[src/rtl/stopwatch_ctrl.sv]
// Two-button run/stop/lap/reset controller for a BCD stopwatch.
// Debounces both buttons, sequences the counter enable/clear, and picks the live or lap digits for display.
module stopwatch_ctrl #(
  parameter int DB_CYCLES = 1_000_000
) (
  input  logic        clk,
  input  logic        rst_n,
  input  logic        btn_ss,
  input  logic        btn_lr,
  input  logic [31:0] cnt_in,
  output logic        sw_en,
  output logic        sw_rst,
  output logic [31:0] disp,
  output logic [1:0]  state,
  output logic [3:0]  lap_cnt
);

  localparam int CW = $clog2(DB_CYCLES + 1);
  localparam int BTN_SS = 0;
  localparam int BTN_LR = 1;

  typedef enum logic [1:0] {
    IDLE  = 2'd0,
    RUN   = 2'd1,
    LAP   = 2'd2,
    PAUSE = 2'd3
  } state_e;

  // Button index 0 is start/stop, index 1 is lap/reset.
  logic [1:0]         sync1_q, sync1_d;
  logic [1:0]         sync2_q, sync2_d;
  logic [1:0]         acc_q, acc_d;
  logic [1:0]         rise_q, rise_d;
  logic [1:0][CW-1:0] cnt_q, cnt_d;

  state_e      state_q, state_d;
  logic [3:0]  lap_q, lap_d;
  logic [31:0] hold_q, hold_d;

  logic ss_ev;
  logic lr_ev;

  always_comb begin
    sync1_d = {btn_lr, btn_ss};
    sync2_d = sync1_q;
    acc_d   = acc_q;
    cnt_d   = '0;
    for (int b = 0; b < 2; b++) begin
      // A level is accepted only after DB_CYCLES consecutive disagreeing samples.
      if (sync2_q[b] != acc_q[b]) begin
        if (cnt_q[b] == CW'(DB_CYCLES - 1)) begin
          acc_d[b] = sync2_q[b];
        end else begin
          cnt_d[b] = cnt_q[b] + CW'(1);
        end
      end
    end
    rise_d = acc_d & ~acc_q;
  end

  assign ss_ev = rise_q[BTN_SS];
  assign lr_ev = rise_q[BTN_LR];

  always_comb begin
    state_d = state_q;
    lap_d   = lap_q;
    hold_d  = hold_q;
    // Start/stop wins when both events land together; the lap/reset event is dropped.
    unique case (state_q)
      IDLE: begin
        if (ss_ev) state_d = RUN;
      end
      RUN: begin
        if (ss_ev) begin
          state_d = PAUSE;
        end else if (lr_ev) begin
          state_d = LAP;
          hold_d  = cnt_in;
          if (lap_q != 4'd15) lap_d = lap_q + 4'd1;
        end
      end
      LAP: begin
        if (ss_ev) begin
          state_d = PAUSE;
        end else if (lr_ev) begin
          state_d = RUN;
        end
      end
      PAUSE: begin
        if (ss_ev) begin
          state_d = RUN;
        end else if (lr_ev) begin
          state_d = IDLE;
          lap_d   = 4'd0;
          hold_d  = 32'd0;
        end
      end
      default: state_d = IDLE;
    endcase
  end

  always_ff @(posedge clk) begin
    if (!rst_n) begin
      sync1_q <= '0;
      sync2_q <= '0;
      acc_q   <= '0;
      rise_q  <= '0;
      cnt_q   <= '0;
      state_q <= IDLE;
      lap_q   <= 4'd0;
      hold_q  <= 32'd0;
    end else begin
      sync1_q <= sync1_d;
      sync2_q <= sync2_d;
      acc_q   <= acc_d;
      rise_q  <= rise_d;
      cnt_q   <= cnt_d;
      state_q <= state_d;
      lap_q   <= lap_d;
      hold_q  <= hold_d;
    end
  end

  // Moore outputs; the display mux stays combinational so live digits see no extra latency.
  assign sw_en   = (state_q == RUN) || (state_q == LAP);
  assign sw_rst  = (state_q == IDLE);
  assign disp    = (state_q == LAP) ? hold_q : cnt_in;
  assign state   = state_q;
  assign lap_cnt = lap_q;

endmodule

[config.mk]
export PLATFORM = sky130hd
export DESIGN_NAME = stopwatch_ctrl
export DESIGN_NICKNAME = d
export VERILOG_FILES = /design/src/rtl/stopwatch_ctrl.sv
export SDC_FILE = /design/constraint.sdc
export NUM_CORES = 1
export LEC_CHECK = 0
export CORE_MARGIN = 8
export CORE_UTILIZATION = 46
export CTS_CLUSTER_SIZE = 25
export DETAILED_ROUTE_END_ITERATION = 16
export PLACE_DENSITY = 0.82
export SETUP_SLACK_MARGIN = 0.05
export SYNTH_ARGS = -nofsm -noshare
export SYNTH_HDL_FRONTEND = slang
export SYNTH_SLANG_ARGS = --single-unit
[constraint.sdc]
create_clock -name clk -period 2.71 [get_ports clk]
set_input_delay 0.6775 -clock clk [delete_from_list [all_inputs] [get_ports clk]]
set_output_delay 0.6775 -clock clk [all_outputs]
set_load 0.005 [all_outputs]
==> results.toml <==
[global_route]
grt_max_degree = 39
met1_usage = 0.201
grt_remaining_overflow = 0
grt_pass1_wl_um = 16600
grt.total_usage = 0.159
first_global_vias = 3398
grtUsageMet3 = 0.0379
grt-busiest-layer = "met2"
antenna_found_initial = 0
use_met2 = 0.261

[placed_design]
routabilityCongestion = 0.813
port_buffers = 75
preCtsSetupSlack_ns = 0.183
hpwl_um = 6890
place_area_um2 = 5030

[timing]
setup_viol = 0
tns_ns = 0
slew_headroom = 0.476
fin_crit_sh = 0.957
max_freq_mhz = 385
fin_ws_ns = 0.116
tightest_slew_ns = 0.786
slew_violations = 0
finalClockSkew_ns = 0.0190
period_needed_ns = 2.59
rsz0062_at_grt = "false"
hold_viol = 0

[clock_tree]
clockBufferDepth = 2
cts_sinks = 86
root_buffer = "clkbuf_8"
cts_tree = "done"
insertion_delay_ns = 0.35
htreeDepth = 3
cts_hold_buffers = 0
clk_pin_slew_ns = 0.09
numCtsBuffers = 9

[floorplan]
die_x_um = 111
row_count = 34
dieArea_um2 = 12400
io_pins = 76
core_um2 = 8760
start_util = 0.476
dieHeight_um = 111

[run]
max-cap-violations = 0

[final_layout]
fin_util = 0.616
final_cell_mix = "dfxtp_1 (85), nand2_1 (48), clkdlybuf4s50_1 (44)"
final_common_cell = "dfxtp_1"
diodes = 0
final_area_um2 = 5400
syn_to_final_growth_pct = 29.3
fin_nets = 581
drive_above_1_share = 0.140

[yosys]
synthTopCellsByArea = "dfxtp_1 (41%), mux2_2 (8.6%), a21boi_0 (6.5%)"
synth_seq_cells = 86
syn-num-nets = 502
ys_seq_area_frac = 0.412
netlist_area_um2 = 4170
synth_edf_count = 0
synth_area_per_cell_um2 = 9.11
netlist.area_leader.share = 0.412
ys_async_sr_fraction = 0
synth_ff_type = "dfxtp_1"
netlist.top_cell.by_area = "dfxtp_1"
yosysUniqueCellTypes = 50
syn-instance-count = 458
yosys_warnings = 0

[run_status]
outcome = "completed"

[critical_path]
critPathMaxStageDelay_ns = 0.44
arrival_ns = 1.92
startpoint_type = "flip-flop"
crit_type = "flip-flop to output port"
endpoint_kind = "output port"
reg2reg_depth = 6
critical_path.top_delay_family = "buffers and inverters"
path_cells = "inv_2 -> ha_4 -> buf_12 -> buf_16 -> mux2_2 -> clkdlybuf4s50_1"
critPathSlowestCell = "clkdlybuf4s50_1"
crit_cells = 6
critPathRequiredTime_ns = 2.03
cp_max_fo = 11
worstPathBufferInverterCount = 4

[worst_hold_path]
hold-path-cell-count = 1
hold_class = "flip-flop to flip-flop"

[power_and_ir_drop]
power_density_nw_per_um2 = 427
power.total_w = 0.00230
irDropWorstVdd_mv = 0.286
cellLeakagePower_nw = 1.87

[routing]
drt-pass1-iter-count = 4
drt-total-wl_um = 10300
post_drt_wl_per_cell_um = 15.8
drt_first_iter_violations = 199
via_per_inst = 5.54
vias = 3600
ant_nets = 0
drc = 0
routing by layer:
| layer | vias up | part of all wire |
|---|---|---|
| li1 | 1782 | - |
| met3 | 9 | 0.053 |
| met4 | 0 | 0.0080 |
| met2 | 101 | 0.48 |
| met1 | 1708 | 0.46 |
| met5 | - | 0 |
registers in the layout, indices dropped and copies added, names as in the netlist:
register,count
lap_cnt,4
rise_q,2
acc_q,2
cnt_q,40
hold_q,32
sync2_q,2
state,2
sync1_q,2
where the power goes:
| part | leakage [nW] | internal (W) | total [W] | switching (W) |
|---|---|---|---|---|
| combinational | 1.08 | 0.000103 | 0.000154 | 0.0000516 |
| clock | 0.0899 | 0.000429 | 0.000882 | 0.000453 |
| sequential | 0.694 | 0.00127 | 0.00127 | 0.00000252 |
Yosys cell counts, drive strengths merged, types with 2 or more instances:
master and n:
or2 3, a21boi 36, buf 6, or3 5
nand3 15, o221ai 3, nor2b 2, a21oi 4
nand4 10, nand3b 32, o211ai 2, ha 8
or4 5, inv 10, and2 7, a211oi 3
and3 5, nor3 12, mux2 32, o31ai 6
clkbuf 18, xnor2 24, o21ai 6, nor4 11
nand2 48, xor2 7, nor2 40, dfxtp 86
cell type report:
cell class	instances	area [um^2]
Timing Repair Buffer	92	981
Clock inverter	5	58.8
Inverter	10	37.5
Tap cell	108	135
Clock buffer	11	131
Sequential cell	86	1730
Fill cell	732	3370
Multi-Input combinational cell	338	2330
through the flow:
step,hold slack (ns),instances
2_1_floorplan,0.412,458
3_3_place_gp,0.415,625
3_5_place_dp,0.417,625
4_1_cts,0.434,650
5_1_grt,0.473,650
6_report,0.432,650
path summary, 6_finish.rpt:
kind	start	end	slack (ns)
hold / removal	sync1_q[0]	sync2_q[0]	0.43
setup reg to reg	cnt_q[0]	cnt_q[10]	0.51
hold reg to reg	sync1_q[0]	sync2_q[0]	0.43
setup / recovery	state[0]	disp[6]	0.12
worst reg2reg max path: stages (launching register included):
cell and delay, ns:
dfxtp_1 0.39, ha_1 0.23, nand3_2 0.18, or2_2 0.41
o21ai_1 0.53, buf_4 0.28, nor2_1 0.06
kinds of logic after synthesis:
| logic type | after synthesis | share of synthesized area |
|---|---|---|
| compound gates | 66 | 0.118 |
| xor+xnor | 31 | 0.0650 |
| fa+ha+maj | 8 | 0.0240 |
| buf+inv | 34 | 0.0336 |
| flops | 86 | 0.412 |
| mux | 32 | 0.0863 |
| simple gates | 201 | 0.261 |
what timing repair did:
item | CTS | global route
pin swaps | 1 | 0
cloned | 2 | 0
setup buffers | 7 | 0
setup endpoints to repair | 32 | 19
gates resized for setup | 18 | 19
Note: power is estimated with default switching activity, not from simulation.
